$ cat config.mk
export PLATFORM = sky130hd
export DESIGN_NAME = abus_slave
export DESIGN_NICKNAME = d
export VERILOG_FILES = /design/src/rtl/abus_encoding.sv /design/src/rtl/abus_slave_decode.sv /design/src/rtl/abus_slave.sv
export SDC_FILE = /design/constraint.sdc
export NUM_CORES = 1
export LEC_CHECK = 0
export ABC_CLOCK_PERIOD_IN_PS = 2200
export BUFFER_PORTS_ARGS = -buffer_cell sky130_fd_sc_hd__buf_2
export CAP_MARGIN = 10
export CORE_UTILIZATION = 45
export DETAILED_ROUTE_END_ITERATION = 12
export PLACE_DENSITY_LB_ADDON = 0.15
export SYNTH_ARGS = -nofsm -noshare
export SYNTH_HDL_FRONTEND = slang
export SYNTH_SLANG_ARGS = --single-unit
$ cat constraint.sdc
create_clock -name abus_clk -period 2.2 [get_ports abus_clk]
set_clock_uncertainty 0.05 [all_clocks]
set_input_delay 0.44 -clock abus_clk [delete_from_list [all_inputs] [get_ports abus_clk]]
set_output_delay 0.44 -clock abus_clk [all_outputs]
set_load 0.02 [all_outputs]
$ cat src/rtl/abus_encoding.sv
// rtl/abus_encoding.sv - shared abus state encoding and strobe-width helper
//
// Purpose : constants shared by the abus master and slave blocks.
// Contents: abus_state_e  - 2-bit responder state encoding
//           strb_width()  - width of the strobe/keep count fields for a data width
package abus_encoding;

  typedef enum logic [1:0] {
    S_IDLE     = 2'd0,
    S_ACCESS   = 2'd1,
    S_ACK      = 2'd2,
    S_WAIT_REL = 2'd3
  } abus_state_e;

  // Strobe/keep carry a count 0..DATA_WIDTH, hence DATA_WIDTH+1 values.
  function automatic int strb_width(input int data_width);
    return $clog2(data_width + 1);
  endfunction

endpackage

$ cat src/rtl/abus_slave_decode.sv
// rtl/abus_slave_decode.sv - combinational address window hit comparator
//
// Purpose : flags addresses that fall inside a 2**SPAN_LOG2 window at BASE_ADDR.
// Ports   : addr  in  ADDR_WIDTH  address to decode
//           hit   out 1           address is inside the window
module abus_slave_decode #(
  parameter int                    ADDR_WIDTH = 16,
  parameter logic [ADDR_WIDTH-1:0] BASE_ADDR  = '0,
  parameter int                    SPAN_LOG2  = 8
) (
  input  logic [ADDR_WIDTH-1:0] addr,
  output logic                  hit
);

  // Only the bits above the window offset take part in the compare.
  assign hit = (addr[ADDR_WIDTH-1:SPAN_LOG2] == BASE_ADDR[ADDR_WIDTH-1:SPAN_LOG2]);

  logic unused_offset;
  assign unused_offset = ^addr[SPAN_LOG2-1:0];

endmodule

$ cat src/rtl/abus_slave.sv
// rtl/abus_slave.sv - abus responder bridging one address window to a local register port
//
// Purpose : decodes one address window and turns each granted master order
//           (write/read/abort) into a single local register access, then holds
//           abus_sack until the master releases abus_sreq.
// Options : ABUS_SLAVE_TIMEOUT_EN - bounds the wait for reg_ready to TIMEOUT cycles
//           and reports expiry on abus_serr; undefined, the block waits forever.
// Ports   : abus_clk, abus_rstb             clock, async active-low reset
//           abus_sreq/swrite/sread/sabort   master request and orders
//           abus_saddress/swdata            address and write data
//           abus_sstrb/skeep                strobe/keep counts, passed through
//           abus_sack/serr/srdata           acknowledge, error, read data
//           reg_req/write/addr/wdata        local access request and fields
//           reg_strb/keep                   local strobe/keep
//           reg_ready/rdata                 local completion and read data
module abus_slave
  import abus_encoding::*;
#(
  parameter int                    ADDR_WIDTH = 16,
  parameter int                    DATA_WIDTH = 16,
  parameter logic [ADDR_WIDTH-1:0] BASE_ADDR  = '0,
  parameter int                    SPAN_LOG2  = 8,
  parameter int                    TIMEOUT    = 15
) (
  input  logic                              abus_clk,
  input  logic                              abus_rstb,
  input  logic                              abus_sreq,
  input  logic                              abus_swrite,
  input  logic                              abus_sread,
  input  logic                              abus_sabort,
  input  logic [ADDR_WIDTH-1:0]             abus_saddress,
  input  logic [DATA_WIDTH-1:0]             abus_swdata,
  input  logic [strb_width(DATA_WIDTH)-1:0] abus_sstrb,
  input  logic [strb_width(DATA_WIDTH)-1:0] abus_skeep,
  output logic                              abus_sack,
  output logic                              abus_serr,
  output logic [DATA_WIDTH-1:0]             abus_srdata,
  output logic                              reg_req,
  output logic                              reg_write,
  output logic [SPAN_LOG2-1:0]              reg_addr,
  output logic [DATA_WIDTH-1:0]             reg_wdata,
  output logic [strb_width(DATA_WIDTH)-1:0] reg_strb,
  output logic [strb_width(DATA_WIDTH)-1:0] reg_keep,
  input  logic                              reg_ready,
  input  logic [DATA_WIDTH-1:0]             reg_rdata
);

  localparam int SW = strb_width(DATA_WIDTH);

  abus_state_e           state_q, state_d;
  logic                  hit;
  logic                  abort_q, abort_d;
  logic                  req_d, write_d, sack_d;
  logic [SPAN_LOG2-1:0]  addr_d;
  logic [DATA_WIDTH-1:0] wdata_d, rdata_d;
  logic [SW-1:0]         strb_d, keep_d;

`ifdef ABUS_SLAVE_TIMEOUT_EN
  localparam logic [7:0] TMO_LAST = 8'(TIMEOUT - 1);
  logic [7:0] tmo_q, tmo_d;
  logic       serr_q, serr_d;
  assign abus_serr = serr_q;
`else
  assign abus_serr = 1'b0;
  logic unused_timeout;
  assign unused_timeout = (TIMEOUT != 0);
`endif

  abus_slave_decode #(
    .ADDR_WIDTH (ADDR_WIDTH),
    .BASE_ADDR  (BASE_ADDR),
    .SPAN_LOG2  (SPAN_LOG2)
  ) u_decode (
    .addr (abus_saddress),
    .hit  (hit)
  );

  always_ff @(posedge abus_clk or negedge abus_rstb) begin
    if (!abus_rstb) begin
      state_q     <= S_IDLE;
      abort_q     <= 1'b0;
      reg_req     <= 1'b0;
      reg_write   <= 1'b0;
      reg_addr    <= '0;
      reg_wdata   <= '0;
      reg_strb    <= '0;
      reg_keep    <= '0;
      abus_sack   <= 1'b0;
      abus_srdata <= '0;
`ifdef ABUS_SLAVE_TIMEOUT_EN
      tmo_q       <= '0;
      serr_q      <= 1'b0;
`endif
    end else begin
      state_q     <= state_d;
      abort_q     <= abort_d;
      reg_req     <= req_d;
      reg_write   <= write_d;
      reg_addr    <= addr_d;
      reg_wdata   <= wdata_d;
      reg_strb    <= strb_d;
      reg_keep    <= keep_d;
      abus_sack   <= sack_d;
      abus_srdata <= rdata_d;
`ifdef ABUS_SLAVE_TIMEOUT_EN
      tmo_q       <= tmo_d;
      serr_q      <= serr_d;
`endif
    end
  end

  always_comb begin
    state_d = state_q;
    abort_d = abort_q;
    req_d   = reg_req;
    write_d = reg_write;
    addr_d  = reg_addr;
    wdata_d = reg_wdata;
    strb_d  = reg_strb;
    keep_d  = reg_keep;
    sack_d  = abus_sack;
    rdata_d = abus_srdata;
`ifdef ABUS_SLAVE_TIMEOUT_EN
    tmo_d   = tmo_q;
    serr_d  = serr_q;
`endif

    case (state_q)
      S_IDLE: begin
        if (abus_sreq && hit) begin
          if (abus_sabort) begin
            // Abort with nothing in flight: acknowledge without touching the register file.
            state_d = S_ACK;
            rdata_d = '0;
          end else if (abus_swrite || abus_sread) begin
            state_d = S_ACCESS;
            req_d   = 1'b1;
            write_d = abus_swrite;
            addr_d  = abus_saddress[SPAN_LOG2-1:0];
            wdata_d = abus_swdata;
            strb_d  = abus_sstrb;
            keep_d  = abus_skeep;
            abort_d = 1'b0;
`ifdef ABUS_SLAVE_TIMEOUT_EN
            tmo_d   = '0;
`endif
          end
        end
      end

      S_ACCESS: begin
        // A late abort never cuts the local access short; it only blanks the read data.
        if (abus_sabort) abort_d = 1'b1;
        if (reg_ready) begin
          req_d   = 1'b0;
          rdata_d = (reg_write || abort_q || abus_sabort) ? '0 : reg_rdata;
          state_d = S_ACK;
        end
`ifdef ABUS_SLAVE_TIMEOUT_EN
        else if (tmo_q == TMO_LAST) begin
          req_d   = 1'b0;
          rdata_d = '0;
          serr_d  = 1'b1;
          state_d = S_ACK;
        end else begin
          tmo_d = tmo_q + 8'd1;
        end
`endif
      end

      S_ACK: begin
        sack_d  = 1'b1;
        state_d = S_WAIT_REL;
      end

      S_WAIT_REL: begin
        // Returning to idle here, not on the next order, guarantees an idle cycle between accesses.
        if (!abus_sreq) begin
          sack_d  = 1'b0;
          rdata_d = '0;
`ifdef ABUS_SLAVE_TIMEOUT_EN
          serr_d  = 1'b0;
`endif
          state_d = S_IDLE;
        end
      end

      default: state_d = S_IDLE;
    endcase
  end

endmodule

## After elaboration in Yosys (flattened, before gate mapping)

Index checks and enable logic that the tools add are counted.
W data, S select, Z words.

| word-level totals | value |
|---|---|
| register bits | 56 |
| output and inout bits | 54 |
| memories kept | 0 |
| input port bits | 65 |
| bits in latches | 0 |
| word-level logic and storage cells | 61 |
| memory bits (writable) | 0 |
| memory bits (read-only) | 0 |

| cells by class | value |
|---|---|
| div/mod/pow operators | 0 |
| multiply operators | 0 |
| $lt $le $gt $ge | 0 |
| eq/ne operators | 11 |
| muxes and demuxes | 24 |
| shifts and indexed selects | 0 |
| $add $sub $neg | 0 |
| bitwise operators | 1 |
| reduce and logical (&&, ||, !) cells | 15 |

Operator list:

| cell | count |
|---|---|
| $mux W16 | 5 |
| $pmux W16 S3 | 1 |
| $reduce_and A5 Y1 | 3 |
| $ne A2 B2 Y1 const B | 7 |
| $mux W2 | 5 |
| $mux W1 | 9 |
| $logic_not A8 Y1 | 1 |
| $pmux W2 S4 | 1 |
| $reduce_and A4 Y1 | 2 |
| $pmux W1 S2 | 3 |
| $eq A2 B2 Y1 const B | 2 |
| $reduce_bool A2 Y1 | 2 |
| $logic_or A1 B1 Y1 | 3 |
| $ne A3 B3 Y1 const B | 1 |
| $reduce_bool A3 Y1 | 1 |
| $eq A2 B1 Y1 const B | 1 |
| $logic_not A2 Y1 | 1 |
| $reduce_and A2 Y1 | 1 |
| $logic_and A1 B1 Y1 | 1 |
| $not A1 Y1 | 1 |

## Depth between registers and ports, before layout

Gate-level depths: netlist (run 1).

| depth | value |
|---|---|
| depth in word-level cells | 5 |
| gate-level depth with buffers | 7 |
| gate-level depth less buffers | 6 |

## Hierarchy

From an unflattened synthesis (run 1), not the netlist that was laid out.

| unflattened totals | value |
|---|---|
| cells, all modules | 191 |
| area total of the unflattened synthesis | 2,471.1 um^2 |

Modules (own cells, without submodules):

| module | times used | seq. area each (um^2) | cells an instance | area each (um^2) |
|---|---|---|---|---|
| abus_slave | 1 | 1,401.3 | 188 | 2,452.4 |
| abus_slave_decode | 1 | 0.0 | 3 | 18.8 |

## Worst setup path after synthesis (run 1)

OpenSTA, ideal clock, no wires.

| timing | value |
|---|---|
| path type | input to register |
| from | input abus_saddress[11] |
| to | register reg_addr[7] |
| path buffers | 1 |
| path slack | 0.208 ns |
| data required time | 2.025 ns |
| library setup time | 0.125 ns |
| stages | 5 |
| data arrival time | 1.817 ns |
| cells stage by stage | or4_4 nor3_4 nand2_4 buf_6 mux2_4 |

| on the way | value |
|---|---|
| word-level cells in the longest chain between the ends | 3 |

RTL lines:

| what | RTL line | text |
|---|---|---|
| from (decl) | abus_slave.sv:31 | `input logic [ADDR_WIDTH-1:0] abus_saddress,` |
| $logic_not A8 Y1 | abus_slave_decode.sv:16 | `assign hit = (addr[ADDR_WIDTH-1:SPAN_LOG2] == BASE_ADDR[ADDR_WIDTH-1:SPAN_LOG2]);` |
| $logic_and A1 B1 Y1 | abus_slave.sv:130 | `if (abus_sreq && hit) begin` |
| $reduce_and A4 Y1 (no line) | n/a |  |
| to (signal assigned) | abus_slave.sv:99 | `reg_addr <= addr_d;` |
| to (decl) | abus_slave.sv:40 | `output logic [SPAN_LOG2-1:0] reg_addr,` |

No other way between the ends.
A chain may end at the register's enable or synchronous reset.

## Final worst setup path (run 1)

| timing | value |
|---|---|
| from | register state_q[0] |
| to | register reg_addr[6] |

| on the way | value |
|---|---|
| word-level cells in the longest chain between the ends | 2 |

RTL lines:

| what | RTL line | text |
|---|---|---|
| from (decl) | abus_slave.sv:50 | `abus_state_e state_q, state_d;` |
| from (signal assigned) | abus_slave.sv:95 | `state_q <= state_d;` |
| $logic_not A2 Y1 | abus_slave.sv:128 | `case (state_q)` |
| $reduce_and A4 Y1 (no line) | n/a |  |

No other way between the ends.

==> results.md, run 1 <==
- PD cells: 732 nW/um^2
- RSZ-0062 raised after global routing: false
- Final Setup Violations: 0
- Worst setup startpoint: state_q[0]
- Post-Syn Area per Cell: 15.6 sq um
- Place WS: 0.106 ns
- Register area share after synthesis: 0.589
- Synthesized area: 2380 sq um
- Clock Pin Slew Worst Setup and Hold Paths: 0.09 ns
- Main flop type after synthesis: dfrtp_1
- Pin count of the biggest net entering global routing: 32
- Routed len/inst: 13.4 um
- Cell area after layout: 3230 sq um
- DR iter-0 viols: 29
- Worst reg2reg startpoint: state_q[0]
- Top post-synthesis cells by area: dfrtp_1, mux2_4, a22o_1
- Area occupied by multi-input gates: 915 sq um
- Worst EP required: 2.33 ns
- Clock sink count: 56
- Root Driver: clkbuf_8
- Delay-heaviest family, CP: simple AND/OR/NAND/NOR gates
- Drt drc: 0
- Global Route Usage Sum: 0.165
- Number of synthesized register bits: 56
- Via/cell ratio: 4.80
- VDD IR max: 436 uV
- Row Count: 26
- Max incr delay on CP: 0.41 ns
- Worst-Margin Slew: 0.602 ns
- Layout overhead on the synthesized area: 35.5%
- Nets: 346
- Worst reg2reg path depth: 7
- Critical path fanouts, max: 22
- Top Ports: 119
- Fin worst setup slack: 0.235 ns
- Max cap viols: 0
- Reg2reg end: reg_addr[6]
- Worst Setup EP: reg_addr[6]
- CP endpoint kind: flop
- Synth warn: 0
- Final period util: 0.893
- Total nets after synthesis: 222
- Worst Path Arrival: 2.10 ns
- Synth cell count leaders: dfrtp_1, mux2_4, a22o_1, mux2_2
- Core area: 5110 sq um
- Setup bufs post-CTS: 0
- Grt ovf: 0
- Post-synth EDFFs: 0
- TritonCTS buffer count: 5
- Reg-to-reg slack, setup: 0.23 ns
- Final hold violations: 0
- Yosys top cell area share: 0.589
- Layout cells sized above 1: 0.615
- Async set-reset flop share out of synthesis: 1.00
- Initial antenna violation count: 0
- Post-CTS Resized: 0
- Setup TNS: 0 ns
- DIE AREA: 5590 sq um
- Crit-path slowest cell: dfrtp_1
- Diodes inserted: 0
- Seq. cell area: 1400 sq um
- # placed instances: 340
- Worst Hold Class: primary input to async pin
- Final Non-Filler Cells: 348
- Max Freq: 509 MHz
- Cell accounting for the most synthesized area: dfrtp_1
- Via count: 1672
- Starting Density: 0.466
- Crit path cell chain: inv_1 > ha_1 > nand2b_1 > nor2_1 > nand2_4 > buf_12 > mux2_4
- Placer Congestion: 0.778
- WS Path Type: flop to flop
- Yosys cell types: 33
- Outcome: completed
- Hold WS: 0.0896 ns
- CP startpoint kind: flop
- Drt pass-1 iters: 4
- Bufs and invs on worst path: 2
- Dpl hpwl: 3500 um
- DRT antenna net count: 0
- Vias in the first global route: 1525
- Post-Syn Instances: 153
- Final Critical Period: 1.97 ns
- Slew headroom: 0.599
- Die Wd: 74.7 um
- H-tree depth: 2
- DP Area: 3100 sq um
- Port bufs: 117
- Chip Height: 74.7 um
- Clk buf depth: 2
- Filler Cells Inserted: 420
- WP depth: 7
- Final Max Tran Viols: 0
- Leak Pwr: 1.94 nW
- CTS tree: built
- Most frequent cell after synthesis: dfrtp_1
- Clk Latency, worst-skew pair: 0.29 ns
- First-pass GRT wire length: 6960 um
- Final wirelength: 4680 um
- Cts hold-fix bufs: 0
==> worst min-delay path by stage <==
stage          startpoint               to  slack [ns]  cells after the start
2_1_floorplan   abus_rstb          abort_q        0.09                      0
3_3_place_gp    abus_rstb  abus_srdata[11]        0.42                      1
3_5_place_dp    abus_rstb   abus_srdata[9]        0.43                      1
4_1_cts         abus_rstb        reg_write         0.1                      1
5_1_grt         abus_rstb    reg_wdata[11]        0.11                      1
6_report        abus_rstb   abus_srdata[9]        0.09                      1
==> cells in the final DEF, fill, tap and decap left out, drive strengths merged, types with 3 or more instances in the layout <==
cell type / Yosys / routed
ha: 4 / 4
dfrtp: 56 / 56
nor2: 4 / 4
mux2i: 3 / 3
clkbuf: 1 / 7
nand2: 3 / 3
buf: 5 / 123
inv: 4 / 4
a22o: 16 / 16
mux2: 35 / 35
==> per-stage QoR <==
stage | power (mW) | util
5_1_grt | 2.49 | 0.632
2_1_floorplan | 1.45 | -
3_5_place_dp | 1.68 | 0.607
4_1_cts | 2.40 | 0.632
6_report | 2.36 | 0.632
3_3_place_gp | 1.67 | 0.607
==> where the power goes <==
| group | internal (mW) | switching [mW] | leakage (nW) |
|---|---|---|---|
| Clock | 0.402 | 0.305 | 0.0645 |
| Sequential | 1.07 | 0.0290 | 0.768 |
| Combinational | 0.254 | 0.299 | 1.11 |
| Total | 1.73 | 0.633 | 1.94 |
==> registers in the layout (all words and copies together), names as in the netlist <==
signal,flops
state_q,2
reg_strb,5
abort_q,1
reg_req,1
abus_sack,1
reg_keep,5
reg_wdata,16
abus_srdata,16
reg_addr,8
reg_write,1
==> cell type report <==
| class | instances | share of cell area |
|---|---|---|
| flip-flops and latches | 56 | 0.434 |
| multi-input cells | 87 | 0.284 |
| repair buffers | 123 | 0.211 |
| clock buffers | 7 | 0.0299 |
| well taps | 70 | 0.0272 |
| clock inverters | 1 | 0.00931 |
| inverters | 4 | 0.00465 |
==> cell families after synthesis <==
kind of cell,count (synthesis),synth area share
DFF,56,0.589
muxes,38,0.224
AOI/OAI and AO/OA,25,0.0841
and+or+nand+nor,19,0.0536
buffers and inverters,10,0.0273
adders and majority gates,4,0.0210
other,1,0.00157
==> metal layers <==
metal	GRT usage	wire length, um
met5	0	0
met1	0.220	2120
met4	0.0545	32
met2	0.263	2240
met3	0.0455	288
No activity file was read; power rests on OpenSTA's default activity.
==> run 2, diff against run 1 <==
- PLACE_DENSITY: default -> 0.79
- PLACE_DENSITY_LB_ADDON: 0.15 -> default
==> results.md, run 2 (synthesis gave the netlist of run 1 again) <==
- Outcome: completed (unchanged)
- Placer Congestion: 0.758 (was 0.778)
- Layout overhead on the synthesized area: 33.2% (was 35.5%)
- Port bufs: 117 (unchanged)
- Worst setup startpoint: state_q[0] (unchanged)
- Worst reg2reg startpoint: state_q[0] (unchanged)
- Worst Path Arrival: 2.11 ns (was 2.10 ns)
- Nets: 345 (was 346)
- Most frequent cells in the layout: buf_2, dfrtp_1, mux2_4, a22o_1 (was buf_2, dfrtp_1, mux2_4, a22o_1, clkbuf_8)
- Met3 GRT Util: 0.0361 (was 0.0455)
- Most common cell after layout, fill and taps aside: buf_2 (unchanged)
- DIE AREA: 5590 sq um (unchanged)
- Post-CTS Resized: 0 (unchanged)
- DRT antenna net count: 0 (unchanged)
- DR iter-0 viols: 68 (was 29)
- Global Route Usage Sum: 0.172 (was 0.165)
- Die Wd: 74.7 um (unchanged)
- Vias in the first global route: 1646 (was 1525)
- Crit path cell chain: inv_1 > ha_1 > nand2b_1 > nor2_1 > nand2_4 > buf_12 > mux2_4 (unchanged)
- Bufs and invs on worst path: 2 (unchanged)
- Row Count: 26 (unchanged)
- Met2 Use GR: 0.287 (was 0.263)
- Reg-to-reg slack, setup: 0.23 ns (about the same)
- TritonCTS buffer count: 5 (unchanged)
- Critical path fanouts, max: 36 (was 22)
- Top Ports: 119 (unchanged)
- Root Driver: clkbuf_8 (unchanged)
- WS Path Type: flop to flop (unchanged)
- Drt drc: 0 (unchanged)
- Cell area after layout: 3170 sq um (was 3230 sq um)
- PD cells: 695 nW/um^2 (was 732 nW/um^2)
- Cts hold-fix bufs: 0 (unchanged)
- Final Max Tran Viols: 0 (unchanged)
- Via/cell ratio: 4.86 (was 4.80)
- Final Critical Period: 1.97 ns (about the same)
- Worst EP required: 2.33 ns (about the same)
- Clock Pin Slew Worst Setup and Hold Paths: 0.09 ns (about the same)
- CP endpoint kind: flop (unchanged)
- Worst Hold Class: primary input to async pin (unchanged)
- Clk buf depth: 2 (unchanged)
- CTS tree: built (unchanged)
- Initial antenna violation count: 0 (unchanged)
- Reg2reg end: reg_wdata[4] (was reg_addr[6])
- Dpl hpwl: 3530 um (was 3500 um)
- Setup TNS: 0 ns (unchanged)
- Worst reg2reg path depth: 7 (unchanged)
- Leak Pwr: 1.92 nW (was 1.94 nW)
- Biggest regs: abus_srdata: 16 flops, reg_wdata: 16 flops, reg_addr: 8 flops (unchanged)
- Core area: 5110 sq um (unchanged)
- Max Freq: 507 MHz (was 509 MHz)
- Slew headroom: 0.646 (was 0.599)
- Final hold violations: 0 (unchanged)
- First-pass GRT wire length: 7200 um (was 6960 um)
- Final wirelength: 4710 um (was 4680 um)
- Final period util: 0.896 (was 0.893)
- Chip Height: 74.7 um (unchanged)
- Final core utilization: 0.621 (was 0.632)
- Crit-path slowest cell: dfrtp_1 (unchanged)
- Grt ovf: 0 (unchanged)
- Worst-Margin Slew: 0.531 ns (was 0.602 ns)
- Final Setup Violations: 0 (unchanged)
- CP startpoint kind: flop (unchanged)
- Starting Density: 0.466 (unchanged)
- Met1 Use GR: 0.217 (was 0.220)
- VDD IR max: 349 uV (was 436 uV)
- Pin count of the biggest net entering global routing: 37 (was 32)
- DP Area: 3080 sq um (was 3100 sq um)
- Max cap viols: 0 (unchanged)
- Delay-heaviest family, CP: simple AND/OR/NAND/NOR gates (unchanged)
- Drt pass-1 iters: 4 (unchanged)
- Routed len/inst: 13.6 um (was 13.4 um)
- Max incr delay on CP: 0.42 ns (was 0.41 ns)
- Clock sink count: 56 (unchanged)
- WP depth: 7 (unchanged)
- Clk Latency, worst-skew pair: 0.29 ns (about the same)
- Worst Setup EP: reg_wdata[4] (was reg_addr[6])
- Layout cells sized above 1: 0.614 (was 0.615)
- RSZ-0062 raised after global routing: false (unchanged)
- Setup bufs post-CTS: 0 (unchanged)
- Via count: 1686 (was 1672)
- GRT Max-Usage Layer: met2 (unchanged)
- H-tree depth: 2 (unchanged)
- Diodes inserted: 0 (unchanged)
run 2: worst min-delay path by stage:
stage | startpoint | cells past startpoint | end | slack [ns]
2_1_floorplan | abus_rstb | 0 | abort_q | 0.09
3_3_place_gp | abus_rstb | 1 | abus_srdata[0] | 0.40
3_5_place_dp | abus_rstb | 1 | abus_srdata[0] | 0.40
4_1_cts | abus_rstb | 1 | abus_srdata[0] | 0.07
5_1_grt | abus_rstb | 1 | abort_q | 0.11
6_report | abus_rstb | 1 | abus_srdata[0] | 0.07
run 2: per-stage QoR:
| stage | power (mW) | instances | worst slack (ns) | hold WS (ns) |
|---|---|---|---|---|
| 6_report | 2.20 | 347 | 0.228 | 0.0667 |
| 5_1_grt | 2.33 | 347 | 0.0633 | 0.106 |
| 4_1_cts | 2.23 | 347 | 0.232 | 0.0723 |
| 3_5_place_dp | 1.68 | 339 | 0.0949 | 0.399 |
| 3_3_place_gp | 1.66 | 339 | 0.130 | 0.400 |
| 2_1_floorplan | 1.45 | 153 | 0.208 | 0.0944 |
run 2: worst reg2reg max path, delay by kind of cell (launching register included):
kind          cells  cell delay, ns
flops             1            0.42
mux               1            0.34
fa+ha+maj         1            0.28
buf+inv           2            0.31
simple gates      3            0.48
run 2: final cells by class:
class                   count  area, sq um
clock buffers               6         82.6
clock inverters             2         10.0
fillers                   402         1940
inverters                   4         15.0
multi-input cells          87          915
flip-flops and latches     56         1400
well taps                  70         87.6
repair buffers            122          661
run 2: metal layers:
| metal | vias to the layer above | part of all wire |
|---|---|---|
| li1 | 796 | - |
| met1 | 801 | 0.46 |
| met2 | 85 | 0.47 |
| met3 | 4 | 0.062 |
| met4 | 0 | 0.0098 |
| met5 | - | 0 |
run 2: where the power goes:
group	total [mW]	internal, mW	switching (mW)
sequential	1.11	1.07	0.0323
clock	0.543	0.252	0.292
combinational	0.555	0.253	0.302
==> run 3, diff against run 2 <==
- SETUP_SLACK_MARGIN: default -> 0.4
==> results.md, run 3 (synthesis gave the netlist of run 1 again) <==
- Routed len/inst: 13.6 um (about the same)
- RSZ-0062 raised after global routing: true (was false)
- Worst Path Arrival: 1.95 ns (was 2.11 ns)
- Tot Pwr: 2.29 mW (was 2.20 mW)
- Vias in the first global route: 1577 (was 1646)
- Pin count of the biggest net entering global routing: 37 (unchanged)
- CP startpoint kind: primary input (was flop)
- DRT antenna net count: 0 (unchanged)
- Row Count: 26 (unchanged)
- VDD IR max: 292 uV (was 349 uV)
- Slew headroom: 0.632 (was 0.646)
- Setup TNS: 0 ns (unchanged)
- Layout cells sized above 1: 0.638 (was 0.614)
- Nets: 347 (was 345)
- Max Freq: 549 MHz (was 507 MHz)
- Final wirelength: 4750 um (was 4710 um)
- Global Route Usage Sum: 0.173 (was 0.172)
- First-pass GRT wire length: 7190 um (was 7200 um)
- Max cap viols: 0 (unchanged)
- Hold WS: 0.0730 ns (was 0.0667 ns)
- Layout overhead on the synthesized area: 35.1% (was 33.2%)
- DR iter-0 viols: 55 (was 68)
- Most frequent cells in the layout: buf_2, dfrtp_1, mux2_4, a22o_1 (unchanged)
- Starting Density: 0.466 (unchanged)
- Root Driver: clkbuf_8 (unchanged)
- WS Path Type: primary input to flop (was flop to flop)
- Leak Pwr: 1.93 nW (was 1.92 nW)
- Placer Congestion: 0.889 (was 0.758)
- TritonCTS buffer count: 5 (unchanged)
- Biggest regs: abus_srdata: 16 flops, reg_wdata: 16 flops, reg_addr: 8 flops (unchanged)
- PD cells: 712 nW/um^2 (was 695 nW/um^2)
- Cts hold-fix bufs: 0 (unchanged)
- Reg-to-reg slack, setup: 0.43 ns (was 0.23 ns)
- Core area: 5110 sq um (unchanged)
- Critical path fanouts, max: 36 (unchanged)
- Final Max Tran Viols: 0 (unchanged)
- Final Critical Period: 1.82 ns (was 1.97 ns)
- Drt pass-1 iters: 4 (unchanged)
- Drt drc: 0 (unchanged)
- Clk Latency, worst-skew pair: 0.29 ns (about the same)
- Filler Cells Inserted: 417 (was 402)
- Final period util: 0.827 (was 0.896)
- Most common cell after layout, fill and taps aside: buf_2 (unchanged)
- DIE AREA: 5590 sq um (unchanged)
- Chip Height: 74.7 um (unchanged)
- Worst setup startpoint: abus_saddress[11] (was state_q[0])
- Dpl hpwl: 3500 um (was 3530 um)
- Clock sink count: 56 (unchanged)
- Die Wd: 74.7 um (unchanged)
- Worst Hold Class: primary input to async pin (unchanged)
- Port bufs: 117 (unchanged)
- Final hold violations: 0 (unchanged)
- Diodes inserted: 0 (unchanged)
- CTS tree: built (unchanged)
- Grt ovf: 0 (unchanged)
- Final Setup Violations: 0 (unchanged)
- Worst-Margin Slew: 0.553 ns (was 0.531 ns)
- Clock Pin Slew Worst Setup and Hold Paths: 0.09 ns (about the same)
- CP endpoint kind: flop (unchanged)
- Clk buf depth: 2 (unchanged)
- Outcome: completed (unchanged)
- Via/cell ratio: 4.93 (was 4.86)
- Worst reg2reg startpoint: state_q[0] (unchanged)
- Initial antenna violation count: 0 (unchanged)
- Worst EP required: 2.33 ns (about the same)
- H-tree depth: 2 (unchanged)
- Top Ports: 119 (unchanged)
- Via count: 1719 (was 1686)
## run 3: worst paths after layout
path / to / cells past startpoint
worst min register to register: abus_srdata[14] / 1
max in group asynchronous: reg_keep[4] / 2
min in group abus_clk: reg_req / 2
worst min-delay path: abus_srdata[10] / 1
worst max register to register: reg_keep[1] / 7
worst max-delay path: reg_wdata[2] / 6
## run 3: routing by layer
layer,global-route usage,vias up,part of all wire
met5,0,-,0
met4,0.0629,0,0.013
met3,0.0469,7,0.076
met2,0.290,87,0.48
met1,0.217,822,0.43
li1,-,803,-
## run 3: final cells by class
class	count	area, sq um	area share
Tap cell	70	87.6	0.0272
Inverter	4	15.0	0.00467
Timing Repair Buffer	124	671	0.208
Multi-Input combinational cell	87	950	0.295
Clock inverter	2	10.0	0.00311
Sequential cell	56	1400	0.436
Clock buffer	6	82.6	0.0257
## run 3: where the power goes
group / internal, mW / switching (mW)
Clock: 0.251 / 0.293
Combinational: 0.298 / 0.347
Sequential: 1.07 / 0.0297
## run 3: timing repair
action | CTS | global route
resized for setup | 7 | 4
gates cloned | 1 | 0
setup buffers | 1 | 1
endpoints found under the setup margin | 52 | 51
## run 3: worst max-delay path: stages
cell	delay, ns
buf_2	0.10
or4_4	0.54
nor3_4	0.24
nand2_4	0.08
buf_12	0.19
mux2_4	0.32
## run 3: metrics by stage
| step | area, sq um | worst slack, ns | utilization | std cells |
|---|---|---|---|---|
| after floorplan | 2390 | 0.252 | - | 153 |
| after global placement | 3060 | 0.137 | 0.599 | 338 |
| after detailed placement | 3060 | 0.0949 | 0.599 | 338 |
| after CTS | 3200 | 0.409 | 0.626 | 348 |
| after global routing | 3220 | 0.321 | 0.630 | 349 |
| final | 3220 | 0.380 | 0.630 | 349 |
